## src/rtl/stream_framer.sv

```systemverilog
// Raster source: buffers handshaked pixels in a small FIFO and replays them over a
// free-running frame raster, stalling the raster when an active position finds no data.
module stream_framer #(
    parameter int BIT_WIDTH    = 8,
    parameter int IMAGE_HEIGHT = 3,
    parameter int IMAGE_WIDTH  = 4,
    parameter int FRAME_HEIGHT = 4,
    parameter int FRAME_WIDTH  = 6,
    parameter int FIFO_DEPTH   = 16,
    parameter int START_LEVEL  = FIFO_DEPTH / 2,
    localparam int V_BITW = (FRAME_HEIGHT > 1) ? $clog2(FRAME_HEIGHT) : 1,
    localparam int H_BITW = (FRAME_WIDTH > 1) ? $clog2(FRAME_WIDTH) : 1
) (
    input  logic                 clock,
    input  logic                 rst,
    input  logic                 in_valid,
    output logic                 in_ready,
    input  logic [BIT_WIDTH-1:0] in_pixel,
    input  logic                 in_last,
    output logic                 out_enable,
    output logic [BIT_WIDTH-1:0] out_pixel,
    output logic [V_BITW-1:0]    out_vcnt,
    output logic [H_BITW-1:0]    out_hcnt,
    output logic                 err_sync
);

    localparam int PTR_W = (FIFO_DEPTH > 1) ? $clog2(FIFO_DEPTH) : 1;
    localparam int CNT_W = PTR_W + 1;

    localparam logic [CNT_W-1:0]  DEPTH_C = CNT_W'(FIFO_DEPTH);
    localparam logic [CNT_W-1:0]  START_C = CNT_W'(START_LEVEL);
    localparam logic [CNT_W-1:0]  CNT_ONE = CNT_W'(1);
    localparam logic [PTR_W-1:0]  PTR_ONE = PTR_W'(1);
    localparam logic [V_BITW-1:0] V_ONE   = V_BITW'(1);
    localparam logic [H_BITW-1:0] H_ONE   = H_BITW'(1);
    localparam logic [V_BITW-1:0] V_LAST  = V_BITW'(FRAME_HEIGHT - 1);
    localparam logic [H_BITW-1:0] H_LAST  = H_BITW'(FRAME_WIDTH - 1);
    localparam logic [V_BITW-1:0] IH_C    = V_BITW'(IMAGE_HEIGHT);
    localparam logic [H_BITW-1:0] IW_C    = H_BITW'(IMAGE_WIDTH);
    localparam logic [V_BITW-1:0] IH_END  = V_BITW'(IMAGE_HEIGHT - 1);
    localparam logic [H_BITW-1:0] IW_END  = H_BITW'(IMAGE_WIDTH - 1);

    typedef enum logic [1:0] {
        IDLE,
        RUN,
        STALL
    } state_t;

    logic [BIT_WIDTH:0]   mem [FIFO_DEPTH];
    logic [PTR_W-1:0]     wr_ptr;
    logic [PTR_W-1:0]     rd_ptr;
    logic [CNT_W-1:0]     count;
    logic [CNT_W-1:0]     last_count;
    logic                 push;
    logic                 pop;
    logic [BIT_WIDTH-1:0] head_pixel;
    logic                 head_last;

    state_t               state;
    logic                 fresh;
    logic                 chk_bad;
    logic [V_BITW-1:0]    next_v;
    logic [H_BITW-1:0]    next_h;
    logic                 next_active;
    logic                 next_is_end;
    logic                 starve;
    logic                 advance;
    logic                 start_ok;

    assign in_ready   = count < DEPTH_C;
    assign push       = in_valid && in_ready;
    assign head_pixel = mem[rd_ptr][BIT_WIDTH-1:0];
    assign head_last  = mem[rd_ptr][BIT_WIDTH];

    always_ff @(posedge clock) begin
        if (push) begin
            mem[wr_ptr] <= {in_last, in_pixel};
        end
    end

    // last_count tracks how many buffered entries close an image, for the early start.
    always_ff @(posedge clock) begin
        if (rst) begin
            wr_ptr     <= '0;
            rd_ptr     <= '0;
            count      <= '0;
            last_count <= '0;
        end else begin
            if (push) begin
                wr_ptr <= wr_ptr + PTR_ONE;
            end
            if (pop) begin
                rd_ptr <= rd_ptr + PTR_ONE;
            end
            unique case ({push, pop})
                2'b10:   count <= count + CNT_ONE;
                2'b01:   count <= count - CNT_ONE;
                default: count <= count;
            endcase
            last_count <= last_count + CNT_W'(push && in_last) - CNT_W'(pop && head_last);
        end
    end

    // The first position after IDLE is (0,0); afterwards it is the successor of the output.
    always_comb begin
        next_v = '0;
        next_h = '0;
        if (!fresh) begin
            if (out_hcnt == H_LAST) begin
                next_h = '0;
                next_v = (out_vcnt == V_LAST) ? '0 : out_vcnt + V_ONE;
            end else begin
                next_h = out_hcnt + H_ONE;
                next_v = out_vcnt;
            end
        end
    end

    assign next_active = (next_v < IH_C) && (next_h < IW_C);
    assign next_is_end = (next_v == IH_END) && (next_h == IW_END);
    assign starve      = next_active && (count == '0);
    assign advance     = (state != IDLE) && !starve;
    assign pop         = advance && next_active;
    assign start_ok    = (count >= START_C) || (last_count != '0);

    // chk_bad flags a misaligned last bit together with the output; err_sync latches it next edge.
    always_ff @(posedge clock) begin
        if (rst) begin
            state      <= IDLE;
            fresh      <= 1'b1;
            out_enable <= 1'b0;
            out_pixel  <= '0;
            out_vcnt   <= '0;
            out_hcnt   <= '0;
            chk_bad    <= 1'b0;
            err_sync   <= 1'b0;
        end else begin
            chk_bad  <= 1'b0;
            err_sync <= err_sync | chk_bad;
            unique case (state)
                IDLE: begin
                    out_enable <= 1'b0;
                    fresh      <= 1'b1;
                    if (start_ok) begin
                        state <= RUN;
                    end
                end
                RUN, STALL: begin
                    if (starve) begin
                        state      <= STALL;
                        out_enable <= 1'b0;
                    end else begin
                        state      <= RUN;
                        fresh      <= 1'b0;
                        out_enable <= 1'b1;
                        out_vcnt   <= next_v;
                        out_hcnt   <= next_h;
                        out_pixel  <= next_active ? head_pixel : '0;
                        chk_bad    <= next_active && (head_last != next_is_end);
                    end
                end
                default: begin
                    state      <= IDLE;
                    out_enable <= 1'b0;
                end
            endcase
        end
    end

endmodule
```

## config.mk

```make
export PLATFORM = sky130hd
export DESIGN_NAME = stream_framer
export DESIGN_NICKNAME = d
export VERILOG_FILES = /design/src/rtl/stream_framer.sv
export SDC_FILE = /design/constraint.sdc
export NUM_CORES = 1
export LEC_CHECK = 0
export CORE_ASPECT_RATIO = 0.8
export CORE_MARGIN = 2
export CORE_UTILIZATION = 46
export DETAILED_ROUTE_END_ITERATION = 10
export GPL_ROUTABILITY_DRIVEN = 0
export GPL_TIMING_DRIVEN = 0
export SLEW_MARGIN = 20
export SYNTH_ARGS = -nofsm -noshare
export SYNTH_HDL_FRONTEND = slang
export SYNTH_SLANG_ARGS = --single-unit
```

## constraint.sdc

```tcl
create_clock -name clock -period 8.7 [get_ports clock]
set_input_delay 1.74 -clock clock [delete_from_list [all_inputs] [get_ports clock]]
set_output_delay 1.74 -clock clock [all_outputs]
set_load 0.005 [all_outputs]
```

==> impl_metrics.json, run 1 <==
{
  "num-nets-final": 544,
  "dr.pass1.iters": 5,
  "syn_area_per_cell_um2": 16.45,
  "crit_type": "primary input to flip-flop",
  "hold_depth": 2,
  "pwr-share-clk": 0.338,
  "worst_slack_ns": 4.637,
  "synth_top_area_frac": 0.5667,
  "antenna_found_initial": 0,
  "yosysWarningCount": 0,
  "htree_levels": 4,
  "finalCritPeriodShare": 0.4671,
  "post_cts_buffers": 0,
  "leakagePower_nw": 2.932,
  "fin_area_um2": 8821,
  "ir_worst_vdd_mv": 0.1294,
  "clk-insertion-delay-late_ns": 0.43,
  "ys_types": 47,
  "cap_violations": 0,
  "combPwrFrac": 0.216,
  "place_ws_ns": 4.193,
  "async_reset_ff_frac": 0,
  "grt_pass1_wl_um": 23610,
  "io_buffers": 26,
  "yosysSeqAreaShare": 0.6742,
  "synth.net_count": 496,
  "p_int_w": 0.001740,
  "rrSetupSlack_ns": 5.13,
  "syn2layout_area_growth_pct": 15.59,
  "cts.clk_slew.worst_paths_ns": 0.06,
  "grt_max_degree": 18,
  "period_needed_ns": 4.063,
  "vias_per_cell": 5.446,
  "fin_setup_tns_ns": 0,
  "rsz0062_at_grt": "no",
  "synth_top_cell_by_area": "edfxtp_1",
  "drc": 0,
  "final_util": 0.5380,
  "num_vias": 4052,
  "ant_nets": 0,
  "p_sw_w": 0.0006214,
  "setup_violations": 0,
  "worstPathMaxFanout": 10,
  "synth_seq_cells": 185,
  "drive_gt1_frac": 0.1832,
  "holdPathEnd": "err_sync$_SDFF_PP0_",
  "cts_max_path_buffers": 2,
  "yosys-top-cells-area": "edfxtp_1 (57%), dfxtp_1 (11%), mux4_2 (11%)",
  "worst_pin_slew_ns": 1.139,
  "cts_tree": "yes",
  "hpwl_um": 10140,
  "antenna_cells": 0,
  "power.density_nw_per_um2": 267.7,
  "hp-class": "flip-flop to flip-flop",
  "fmax_mhz": 246.1,
  "drt_first_iter_violations": 405,
  "row_count": 42,
  "crit_required_ns": 9.06,
  "syn-cell-area_um2": 7631,
  "end_kind": "flip-flop",
  "io_pins": 28,
  "synthesis.instances": 464,
  "synth_edf_count": 144,
  "grt_pass1_vias": 4137,
  "timing.rr.end": "last_count[4]$_SDFF_PP0_",
  "cp-start-kind": "primary input",
  "synth_flop_cell": "edfxtp_1",
  "wl_per_cell_um": 20.14,
  "grt_overflow": 0,
  "reg2regPathDepth": 15,
  "routed_wl_um": 14990,
  "die_area_um2": 17640,
  "fp.dieW_um": 148,
  "start_util": 0.4654,
  "hold_viol_final": 0,
  "place_area_um2": 8209,
  "clock-sinks": 185,
  "hold_path.startpoint": "chk_bad$_SDFF_PP0_",
  "critPathArrivalTime_ns": 4.42,
  "dieHeight_um": 119.2,
  "status": "complete, no violations",
  "cts_buffers": 17,
  "switching_share": 0.2632,
  "coreArea_um2": 16400,
  "holdWs_ns": 0.4709,
  "holdBufCountCts": 0,
  "grtUsageTotal": 0.1822,
  "cts_resized": 0,
  "seq_power_share": 0.446,
  "finClkSkew_ns": 0.01131,
  "slew_headroom": 0.2381,
  "slew_violations": 0,
  "cts_root_buffer": "clkbuf_16"
}
-- stage by stage --
step,total power (W),instances
finish,0.002361,744
global route,0.002471,744
CTS,0.002379,744
detailed placement,0.001584,713
global placement,0.001567,710
floorplan,0.001427,464
-- worst max-delay path, cell delays in order --
cell	delay [ns]
clkdlybuf4s50_1	0.45
nor2b_1	0.12
clkbuf_1	0.36
inv_1	0.09
ha_1	0.27
ha_1	0.32
nor2b_1	0.16
o21ai_0	0.19
a21oi_1	0.11
or4_1	0.47
a21oi_1	0.14
-- worst max path at each step --
stage,start,to,slack (ns),depth (start not counted)
6_report,in_valid,count[4]$_SDFFE_PP0P_,4.64,11
5_1_grt,in_valid,count[4]$_SDFFE_PP0P_,4.37,11
4_1_cts,in_valid,count[4]$_SDFFE_PP0P_,4.62,11
3_5_place_dp,in_valid,count[4]$_SDFFE_PP0P_,4.19,11
3_3_place_gp,in_valid,mem[3][2]$_DFFE_PP_,4.15,5
2_1_floorplan,in_valid,count[4]$_SDFFE_PP0P_,4.92,10
-- routing by layer --
layer,global-route usage,routed length (µm),vias to the layer above
li1,-,-,1882
met2,0.2726,6933,89
met1,0.2690,7328,2072
met3,0.04138,568,9
met5,0,0,-
met4,0.05476,154,0
-- cells by family (layout without fill, tap and decap cells) --
kind of cell             Yosys count  after routing  share of synthesized area
multiplexers                      53             53                     0.1294
buffers and inverters             40            100                    0.02738
AO/OA/AOI/OAI                     50             50                    0.04345
flip-flops                       185            185                     0.6742
adder cells (fa/ha/maj)           20             20                    0.03476
XOR/XNOR                          12             12                    0.01377
AND/OR/NAND/NOR                  104            104                    0.07706
-- power by group through the flow --
stage | clock network (W) | registers (W) | logic, W
floorplan | 0 | 0.00107 | 0.000362
global placement | 0 | 0.00107 | 0.000498
detailed placement | 0 | 0.00107 | 0.000511
CTS | 0.000812 | 0.00105 | 0.000513
global route | 0.000847 | 0.00106 | 0.000566
finish | 0.000798 | 0.00105 | 0.000510
-- area by class of cell --
cell class,count,area [µm²]
fill,1340,7575
sequential,185,5145
multi-input combinational,239,2302
clock buffer,18,429.2
timing repair buffer,29,282.8
tap,220,275.3
clock inverter,13,177.7
buffer,23,145.1
inverter,17,63.81
-- cell usage after synthesis (3+ instances only) --
library cell  number
mux2i_1           14
ha_1              18
nand3b_1           3
xnor2_1            8
nor4b_1            3
edfxtp_1         144
nor3_1             5
nor2_1            42
a22o_1             8
mux4_2            36
xor2_1             4
dfxtp_1           41
nand2b_1           3
buf_6              4
a21o_1             3
a211oi_1           8
clkbuf_1           8
a21oi_1           22
nand2_1           12
buf_2              7
inv_1             17
nand4_1            4
nor2b_1           14
-- placed cells by master (no fill, tap or decap), types with 9 or more instances in the layout --
master	n
a21oi_1	22
nor2_1	40
clkdlybuf4s50_1	26
clkbuf_1	9
dfxtp_1	41
mux2i_1	14
ha_1	18
edfxtp_1	144
nor2b_1	14
nand2_1	12
mux4_2	36
inv_1	17
clkbuf_16	17
-- state kept, by name, indices dropped and copies added, names as in the netlist, named ones only --
name and flops:
chk_bad 1, out_hcnt 3, out_enable 1, last_count 5, rd_ptr 4, out_pixel 8, err_sync 1, fresh 1
wr_ptr 4, state 2, out_vcnt 2, mem 144, count 5
No activity file was read; power rests on OpenSTA's default activity.
==> run 2, diff against run 1 <==
- PLACE_DENSITY: unset -> 0.65
- clock period: 8.7 -> 3.5 ns (I/O delays scaled with it)
==> run 2 against run 1 <==
Critical path depth rose by 4. Largest cell class unchanged. Clock skew rose by 0.0053 ns. Die area did not move. Combinational power rose by 150%. Count of clock-buffer cells in the layout rose by 1. Core utilization fell by 0.37 points. Clock power rose by 120%. Register-to-register slack got worse by 4.9 ns. Setup slack got worse by 4.4 ns.
==> impl_metrics.json, run 2 (same netlist as run 1, synthesis figures left out) <==
{
  "dieHeight_um": 119.2,
  "critPathArrivalTime_ns": 3.58,
  "leakagePower_nw": 2.880,
  "cpMaxStageDelayCell": "mux4_2",
  "crit_type": "flip-flop to flip-flop",
  "ant_nets": 0,
  "syn2layout_area_growth_pct": 14.79,
  "period_needed_ns": 3.283,
  "grt_max_degree": 18,
  "antenna_cells": 0,
  "power.density_nw_per_um2": 643.4,
  "cts_root_buffer": "clkbuf_16",
  "hold_depth": 2,
  "critPathMaxStageDelay_ns": 0.54,
  "grt_overflow": 0,
  "end_kind": "flip-flop",
  "num_vias": 4002,
  "rrSetupSlack_ns": 0.22,
  "finalCritPeriodShare": 0.9381,
  "crit_top_cell": "nor2_1",
  "routed_wl_um": 14910,
  "worst_slack_ns": 0.2167,
  "coreArea_um2": 16400,
  "path_cells": "buf_6 -> buf_8 -> mux4_2 -> mux2i_2 -> mux2i_2 -> and2_1 -> ha_1 -> inv_1 -> ha_1 -> fa_1 -> a21oi_1 -> nor2_1 -> nor2_1 -> xnor2_1 -> nor2_1",
  "cts_tree": "yes",
  "holdBufCountCts": 0,
  "cap_violations": 0,
  "cts_buffers": 17,
  "io_pins": 28,
  "num-nets-final": 540,
  "hpwl_um": 9893,
  "drc": 0,
  "cts_resized": 1,
  "grt_pass1_vias": 4048,
  "clk-insertion-delay-late_ns": 0.43,
  "dr.pass1.iters": 4,
  "cts_max_path_buffers": 2,
  "worst_pin_slew_ns": 1.106,
  "largest_reg_flops": 144,
  "slew_headroom": 0.2600,
  "hold_viol_final": 0,
  "drt_first_iter_violations": 346,
  "clock-sinks": 185,
  "vias_per_cell": 5.401,
  "fin_setup_tns_ns": 0,
  "layout_commonest_cell": "edfxtp_1",
  "finClkSkew_ns": 0.01660,
  "holdPathEnd": "err_sync$_SDFF_PP0_",
  "status": "complete, no violations",
  "regMostFlops": "mem",
  "reg2regPathDepth": 15,
  "ir_worst_vdd_mv": 0.3696,
  "cts.clk_slew.worst_paths_ns": 0.07,
  "worstPathMaxFanout": 10,
  "timing.rr.end": "last_count[4]$_SDFF_PP0_",
  "die_area_um2": 17640,
  "largestRegisters": "mem x144, out_pixel x8",
  "fmax_mhz": 304.6,
  "crit_family": "adder cells",
  "setup_violations": 0,
  "power_w": 0.005636,
  "fp.dieW_um": 148,
  "place_ws_ns": 0.0001108,
  "hp-class": "flip-flop to flip-flop",
  "nFillCells": 1346,
  "antenna_found_initial": 0,
  "worst-path-buf-inv": 3,
  "htree_levels": 4,
  "io_buffers": 26,
  "hold_path.startpoint": "chk_bad$_SDFF_PP0_",
  "slew_violations": 0,
  "holdWs_ns": 0.4657,
  "start_util": 0.4654,
  "grt_pass1_wl_um": 23120,
  "crit_required_ns": 3.79,
  "drive_gt1_frac": 0.1843,
  "row_count": 42,
  "wl_per_cell_um": 20.12,
  "rsz0062_at_grt": "no",
  "grtUsageTotal": 0.1808,
  "cp-start-kind": "flip-flop",
  "post_cts_buffers": 0,
  "layout_common_cells": "edfxtp_1 (144), nor2_1 (40), dfxtp_1 (40)"
}
run 2: cell types whose count changed in the layout (fill, tap and decap cells not counted), moves of 2 or more:
cell,change
clkinvlp_4,+3
buf_4,-3
mux2i_1,-2
bufinv_16,-3
buf_2,-3
clkbuf_4,+2
run 2: power by group:
group,internal (W),switching (W)
combinational,0.000616,0.000638
sequential,0.00253,0.0000913
clock,0.000969,0.000793
total,0.00411,0.00152
run 2: layout make-up:
class	instances	area [µm²]	area share
sequential	185	5146	0.5875
inverter	17	63.81	0.007285
clock inverter	13	106.4	0.01214
multi-input combinational	239	2318	0.2647
timing repair buffer	26	260.3	0.02971
buffer	22	156.4	0.01785
tap	220	275.3	0.03142
clock buffer	19	432.9	0.04942
run 2: how the worst max path moves through the flow:
stage	start	end	slack [ns]	cells past startpoint
2_1_floorplan	flip-flop	last_count[4]$_SDFF_PP0_	0.45	15
3_3_place_gp	flip-flop	last_count[4]$_SDFF_PP0_	0.03	15
3_5_place_dp	in_valid	count[4]$_SDFFE_PP0P_	0.0001	11
4_1_cts	flip-flop	last_count[4]$_SDFF_PP0_	0.009	15
5_1_grt	flip-flop	last_count[4]$_SDFF_PP0_	0.007	15
6_report	flip-flop	last_count[4]$_SDFF_PP0_	0.22	15
run 2: worst reg2reg max path, delay by kind of cell (launching register included):
| family | cells | cell delay [ns] |
|---|---|---|
| xor gates and xnor gates | 1 | 0.13 |
| AOI/OAI and AO/OA | 1 | 0.15 |
| buffers and inverters | 3 | 0.39 |
| adders and majority gates | 3 | 0.90 |
| DFF | 1 | 0.33 |
| and+or+nand+nor | 4 | 0.40 |
| muxes | 3 | 0.84 |
run 2: per-layer routing:
layer  global-route usage  vias up  share of wire
met3              0.04406       10          0.063
li1                     -     1870              -
met5                    0        -              0
met2               0.2705       98           0.46
met1               0.2641     2024           0.46
met4              0.05595        0         0.0085
run 2: metrics by stage:
stage | std cells | area (µm²) | utilization
floorplan | 464 | 7631 | -
global placement | 710 | 8167 | 0.4981
detailed placement | 710 | 8187 | 0.4993
CTS | 742 | 8728 | 0.5324
global route | 741 | 8760 | 0.5343
finish | 741 | 8760 | 0.5343
==> run 3, diff against run 2 <==
- PLACE_DENSITY: 0.65 -> 0.76
==> run 3 against run 2 <==
Count of clock-buffer cells in the layout shrank 2. Global-route usage down 0.47 points. Routed wire length shrank 2.6%. Fmax shrank 0.77%. Clock power grew 7%. Non-clock buffer count grew 2. Via count up 3.2%. Core utilization grew 0.31 points. Worst hold slack worse by 0.021 ns. Largest power group unchanged. Highest routed layer unchanged.
==> impl_metrics.json, run 3 (same netlist as run 1, synthesis figures left out) <==
{
  "fp.dieW_um": 148,
  "finClkSkew_ns": 0.009305,
  "wl_per_cell_um": 19.55,
  "crit_type": "flip-flop to flip-flop",
  "drt_first_iter_violations": 331,
  "holdWs_ns": 0.4447,
  "finalCritPeriodShare": 0.9453,
  "worst_slack_ns": 0.1914,
  "hp-class": "flip-flop to flip-flop",
  "antenna_cells": 0,
  "leakagePower_nw": 2.926,
  "hpwl_um": 9781,
  "row_count": 42,
  "hold_viol_final": 0,
  "io_buffers": 26,
  "clk-insertion-delay-late_ns": 0.44,
  "critPathMaxStageDelay_ns": 0.43,
  "worstPathMaxFanout": 6,
  "slew_violations": 0,
  "grt_overflow": 0,
  "groute.layer.met1.usage": 0.2421,
  "nFillCells": 1271,
  "cts_buffers": 17,
  "cts_tree": "yes",
  "ant_nets": 0,
  "rsz0062_at_grt": "no",
  "path_cells": "ha_1 -> nor4b_4 -> mux2i_2 -> and3_1 -> buf_2 -> ha_2 -> inv_1 -> fa_1 -> nor2b_1 -> o21ai_0 -> and3_1 -> or4_1 -> a21oi_1",
  "top_usage_layer": "met2",
  "worst_pin_slew_ns": 1.065,
  "grtUsageTotal": 0.1761,
  "met2_usage": 0.2766,
  "regMostFlops": "mem",
  "coreArea_um2": 16400,
  "syn2layout_area_growth_pct": 15.45,
  "clock-sinks": 185,
  "cts_root_buffer": "clkbuf_16",
  "grt_pass1_vias": 4263,
  "dp_cells": 711,
  "largest_reg_flops": 144,
  "drive_gt1_frac": 0.1950,
  "largestRegisters": "mem x144, out_pixel x8",
  "dr.pass1.iters": 4,
  "fmax_mhz": 302.2,
  "crit_top_cell": "and3_1",
  "layout_common_cells": "edfxtp_1 (144), nor2_1 (41), dfxtp_1 (40)",
  "cpMaxStageDelayCell": "dfxtp_1",
  "period_needed_ns": 3.309,
  "power.density_nw_per_um2": 655.7,
  "num-nets-final": 542,
  "die_area_um2": 17640,
  "drc": 0,
  "antenna_found_initial": 0,
  "status": "complete, no violations",
  "io_pins": 28,
  "cap_violations": 0,
  "layout_commonest_cell": "edfxtp_1",
  "cp-start-kind": "flip-flop",
  "final_util": 0.5373,
  "gr-usage-met3": 0.04100,
  "cts.clk_slew.worst_paths_ns": 0.07,
  "dieHeight_um": 119.2,
  "vias_per_cell": 5.557,
  "place_ws_ns": -0.01428,
  "htree_levels": 4,
  "setup_violations": 0,
  "fin_setup_tns_ns": 0,
  "start_util": 0.4654,
  "crit_required_ns": 3.87,
  "grt_pass1_wl_um": 23130,
  "routed_wl_um": 14520,
  "stdcell_count": 743,
  "holdBufCountCts": 0,
  "end_kind": "flip-flop",
  "slew_headroom": 0.2871,
  "num_vias": 4129,
  "ir_worst_vdd_mv": 0.3680,
  "grt_max_degree": 19,
  "cts_max_path_buffers": 2,
  "critPathArrivalTime_ns": 3.68
}
## run 3: cell count changes in the layout (fill, tap and decap cells not counted), moves of 2 or more
cell        before  now
inv_6            0    4
inv_8            0    5
clkbuf_1        10    8
clkinv_1         3    0
clkinvlp_4       5    1
## run 3: repair_timing
item | in CTS | in global routing
setup buffers | 0 | 0
endpoints found under the setup margin | 1 | 2
resized for setup | 1 | 9
## run 3: area by class of cell
cell class                      count  area [µm²]  share of cell area
Sequential cell                   185        5146              0.5842
Tap cell                          220       275.3             0.03125
Clock inverter                     15       156.4             0.01775
Inverter                           17       63.81            0.007243
Multi-Input combinational cell    239        2310              0.2622
Buffer                             23       165.2             0.01875
Timing Repair Buffer               27       267.8             0.03039
Clock buffer                       17       425.4             0.04829
## run 3: final timing paths
path	endpoint	from	cells after the start	slack (ns)
setup / recovery	count[4]$_SDFFE_PP0P_	out_vcnt[1]$_SDFFE_PP0P_	13	0.19
hold / removal	err_sync$_SDFF_PP0_	chk_bad$_SDFF_PP0_	2	0.44
setup reg to reg	count[4]$_SDFFE_PP0P_	out_vcnt[1]$_SDFFE_PP0P_	13	0.19
hold reg to reg	err_sync$_SDFF_PP0_	chk_bad$_SDFF_PP0_	2	0.44
## run 3: routing by layer
layer,vias up,share of wire,wire length [µm]
met5,-,0,0
met4,0,0.014,198
met3,13,0.050,721
met2,125,0.48,6992
met1,2113,0.46,6612
li1,1878,-,-
## run 3: critical path, delay by kind of cell (launching register included)
family | cells | cell delay (ns)
simple gates | 5 | 1.13
mux | 1 | 0.25
compound gates | 2 | 0.26
flops | 1 | 0.43
fa+ha+maj | 3 | 0.92
buf+inv | 2 | 0.26
## run 3: power breakdown
| part | switching [W] | total, W | internal, W | leakage [nW] |
|---|---|---|---|---|
| combinational | 0.000656 | 0.00128 | 0.000622 | 1.00 |
| clock | 0.000868 | 0.00188 | 0.00101 | 0.288 |
| sequential | 0.0000920 | 0.00262 | 0.00253 | 1.63 |
| total | 0.00162 | 0.00578 | 0.00416 | 2.93 |
## run 3: per-stage QoR
stage	power, W	area [µm²]
final	0.005777	8810
after global placement	0.003862	8167
after global routing	0.006030	8810
after detailed placement	0.003926	8194
after CTS	0.005788	8778
after floorplan	0.003547	7631
==> edit 1 (settings of run 3) <==
The 3 states of `state_t` get a one-hot encoding in 3 bits.
--- a/src/rtl/stream_framer.sv
+++ b/src/rtl/stream_framer.sv
@@ -42,6 +42,6 @@
 
-    typedef enum logic [1:0] {
-        IDLE,
-        RUN,
-        STALL
+    typedef enum logic [2:0] {
+        IDLE  = 3'b001,
+        RUN   = 3'b010,
+        STALL = 3'b100
     } state_t;
Formal check against the unedited RTL: same outputs for any inputs over 10 cycles, from zero or initial values and one cycle with rst high; not proved beyond that.
==> edit 1 against run 3 <==
- worst setup slack worse by 0.031 ns
- cell area shrank 1.1%
- total power shrank 2.0%
- area after synthesis decreased by 0.84%
- sequential share of layout area is 0.90 points higher
- sequential cell count increased by 1
- worst hold slack better by 0.0044 ns
- non-clock buffer count increased by 1
- first-iteration DRC count decreased by 12%
- core utilization up 0.88 points
- global-route usage decreased by 0.34 points
- wire length down 2.4%
- largest cell class unchanged
==> edit 1: results (changes against run 3) <==
stage	metric	value	unit	change
status	status	complete, no violations		
synthesis	share of async-settable or async-resettable flops after synthesis	0		unchanged
finish	Layout Nets	539		-0.55%
global_routing	vias in the first global route	4177		-2.0%
synthesis	Post-synth EDFFs	144		unchanged
placement	# port buffers	27		+3.8%
worst_setup_path	reg2reg start	out_vcnt[0]$_SDFFE_PP0P_		
worst_setup_path	delay-heaviest family, CP	simple AND/OR/NAND/NOR gates		
synthesis	synth cell count leaders	edfxtp_1 (144), dfxtp_1 (42), mux4_2 (36)		
global_routing	largest net degree at the start of global routing	18		-1
power_and_ir_drop	VDD IR max	356	µV	-3.2%
synthesis	net count after synthesis	491		-1.0%
finish	fraction of layout cells with a size suffix above 1	0.178		-0.0169
cts	clock buffer depth	2		unchanged
synthesis	synthesized area	0.00757	mm²	-0.84%
worst_setup_path	slowest CP cell	or4b_4		
drt	WL final	14.2	mm	-2.4%
worst_setup_path	Worst Path Arrival	3.70	ns	+0.02 ns
worst_setup_path	CP max stage delay	0.47	ns	+0.04 ns
placement	Place WS	-0.0422	ns	-0.0279 ns
finish	fillers	1224		-3.7%
drt	via count	4098		-0.75%
synthesis	Area contributors post-synth	edfxtp_1 (57%), dfxtp_1 (11%), mux4_2 (11%)		
global_routing	first-pass GRT wire length	22.7	mm	-2.0%
synthesis	sequential share of the synthesized area	0.683		+0.00833
cts	clk slew on worst S/H paths	0.07	ns	about the same
placement	DP HPWL	9.65	mm	-1.4%
sta	Fin Clk Skew	0.0113	ns	+0.00197 ns
power_and_ir_drop	static leakage	2.87	nW	-2.1%
finish	Top Registers	mem (144), out_pixel (8)		
global_routing	Total GRT Usage	0.173		-0.00341
sta	worst slew pin tran	1.05	ns	-0.0113 ns
cts	latest clock arrival within the worst-skew pair	0.42	ns	-0.02 ns
drt	Iter 0 DRT Violations	291		-12%
power_and_ir_drop	Int Power	0.00413	W	-0.64%
worst_setup_path	critical path peak fanout	10		+4
power_and_ir_drop	clock power share	0.319		-0.006
==> edit 1: cell count changes after synthesis, moves of 4 or more <==
cell and change:
xnor2_1 -5, nand2b_1 +4, nand2_1 -5, nor2_1 -7
o21ai_0 +9
==> edit 1: cell families after synthesis <==
family,after synthesis,share of synthesized area
AOI/OAI and AO/OA,60,0.0516
xor gates and xnor gates,10,0.0116
adders and majority gates,18,0.0317
buffers and inverters,40,0.0230
DFF,186,0.683
muxes,50,0.127
and+or+nand+nor,97,0.0721
==> edit 1: layout make-up <==
type                            count  share of cell area
Clock inverter                     10              0.0106
Tap cell                          215              0.0309
Multi-Input combinational cell    235               0.259
Clock buffer                       22              0.0533
Timing Repair Buffer               29              0.0327
Buffer                             22              0.0122
Sequential cell                   186               0.593
Inverter                           18             0.00776
==> edit 1: metal layers <==
layer	global-route usage	share of wire	vias up	routed length, µm
met5	0	0	-	0
met4	0.0451	0.011	0	155
met3	0.0456	0.046	14	651
met2	0.283	0.50	100	7100
met1	0.231	0.44	2110	6270
li1	-	-	1874	-
==> edit 1: worst min-delay path: cells and delay by family (launching register included) <==
family           cells  cell delay (ns)
and+or+nand+nor      2             0.11
DFF                  1             0.31
==> edit 1: path summary, 6_finish.rpt <==
kind	cells past startpoint	slack [ns]	to
setup / recovery	13	0.16	count[4]$_SDFFE_PP0P_
hold / removal	2	0.45	err_sync$_SDFF_PP0_
setup reg to reg	13	0.16	count[4]$_SDFFE_PP0P_
hold reg to reg	2	0.45	err_sync$_SDFF_PP0_
==> edit 1: what timing repair did <==
action	4_1_cts	5_1_grt
resized for setup	1	6
endpoints found under the setup margin	1	1
pin swaps	0	2
setup buffers	0	2
==> edit 1: power by group through the flow <==
stage / combinational (W) / clock [W] / sequential, W
after CTS: 0.00125 / 0.00183 / 0.00260
after global placement: 0.00119 / 0 / 0.00263
after global routing: 0.00140 / 0.00191 / 0.00261
after detailed placement: 0.00124 / 0 / 0.00264
after floorplan: 0.000947 / 0 / 0.00262
final: 0.00126 / 0.00181 / 0.00260
==> edit 1: per-stage QoR <==
step	hold WS (ns)	cell area [µm²]	power, W	std cells
after global routing	0.482	8710	0.00592	737
after global placement	0.441	8110	0.00382	703
final	0.449	8710	0.00566	737
after floorplan	0.416	7570	0.00357	461
after CTS	0.449	8680	0.00567	735
after detailed placement	0.449	8130	0.00389	703
==> edit 2 (flow settings as in run 3) <==
Made on the original files. Set the parameter `BIT_WIDTH` to 9 (it was 8).
--- a/src/rtl/stream_framer.sv
+++ b/src/rtl/stream_framer.sv
@@ -3,3 +3,3 @@
 module stream_framer #(
-    parameter int BIT_WIDTH    = 8,
+    parameter int BIT_WIDTH    = 9,
     parameter int IMAGE_HEIGHT = 3,
Ports: changed (resized in_pixel and out_pixel); port bits go from 28 to 30. The function was not compared with the original's and may differ.
==> edit 2 against run 3 <==
- clock power rose by 12%
- count of clock-buffer cells in the layout up 16
- sequential cell count is 17 higher
- total power increased by 11%
- combinational power rose by 13%
- worst setup slack worse by 0.022 ns
- wire length up 19%
- area after synthesis is 7.7% higher
- cell area is 9.0% higher
- via count increased by 10%
- highest routed layer unchanged
==> edit 2: results (changes against run 3) <==
stage	metric	value	unit	change
status	status	complete, no violations		
sta	Slew HR	0.472		+0.185
synthesis	Compound-Gate Fraction of Synth Area	0.0458		+0.00239
synthesis	sequential share of the synthesized area	0.687		+0.0129
drt	WL final	17.3	mm	+19%
global_routing	GR Layer Usage met1	0.249		+0.00697
global_routing	met3 Track Usage GR	0.0305		-0.0105
finish	Layout Nets	584		+7.7%
cts	latest clock arrival within the worst-skew pair	0.49	ns	+0.05 ns
worst_setup_path	reg2reg end	last_count[4]$_SDFF_PP0_		
worst_setup_path	critical path peak fanout	10		+4
synthesis	Adder-Cell Fraction of Synth Area	0.0323		-0.00248
global_routing	first-pass GRT wire length	26.4	mm	+14%
global_routing	largest net degree at the start of global routing	18		-1
drt	DR WL met2	8.46	mm	+21%
worst_setup_path	r2r setup slk	0.17	ns	-0.02 ns
worst_setup_path	delay-heaviest family, CP	adder cells		
worst_setup_path	slowest CP cell	mux4_2		
synthesis	Post-synth EDFFs	160		+11%
cts	clock buffer depth	3		+1
cts	CTS HTree Levels	1		-3
global_routing	Total GRT Usage	0.185		+0.00933
synthesis	Post-Synthesis Cells	493		+6.3%
finish	Top Registers	mem (160), out_pixel (9)		
finish	fillers	1330		+4.6%
sta	minimum hold slack	0.451	ns	+0.00640 ns
placement	Place WS	-0.163	ns	-0.149 ns
finish	area of the multi-input gates	0.00246	mm²	+6.3%
synthesis	Synth Area in XOR/XNOR	0.0117		-0.00205
worst_setup_path	CP max stage delay	0.54	ns	+0.11 ns
power_and_ir_drop	static leakage	3.18	nW	+8.8%
drt	WL met1	7.33	mm	+11%
worst_setup_path	r2r worst-path depth	14		+1
drt	WL met3	1.07	mm	+48%
synthesis	synth cell count leaders	edfxtp_1 (160), dfxtp_1 (42), nor2_1 (42)		
cts	CTS buffer count	21		+4
worst_setup_path	Worst Path Arrival	3.69	ns	about the same
finish	fraction of layout cells with a size suffix above 1	0.212		+0.0174
power_and_ir_drop	VDD IR max	291	µV	-21%
sta	slack of the critical path	0.170	ns	-0.0219 ns
drt	Iter 0 DRT Violations	361		+9.1%
sta	Fin Clk Skew	0.00614	ns	-0.00316 ns
synthesis	Area contributors post-synth	edfxtp_1 (58%), mux4_2 (11%), dfxtp_1 (10%)		
synthesis	count of different cell masters after synthesis	49		+4.3%
drt	DRT Pass-1 Iters	5		+1
-- edit 2: cell type report --
class / count / area share
multi-input combinational: 246 / 0.256
inverter: 21 / 0.00821
buffer: 24 / 0.0145
clock inverter: 4 / 0.00261
sequential: 202 / 0.588
timing repair buffer: 35 / 0.0355
tap: 225 / 0.0293
clock buffer: 33 / 0.0657
-- edit 2: where the power goes --
| part | total (W) | internal [W] | switching (W) |
|---|---|---|---|
| logic | 0.00145 | 0.000699 | 0.000752 |
| clock network | 0.00210 | 0.00123 | 0.000866 |
| registers | 0.00287 | 0.00276 | 0.000104 |
-- edit 2: cells by family after synthesis --
family	Yosys count
multiplexers	56
buffers and inverters	45
flip-flops	202
AO/OA/AOI/OAI	56
AND/OR/NAND/NOR	103
XOR/XNOR	11
adder cells (fa/ha/maj)	20
-- edit 2: what timing repair did --
action                     4_1_cts  5_1_grt
pin swaps                        0        1
setup endpoints to repair        2        2
gates resized for setup          3       15
setup buffers                    1        2
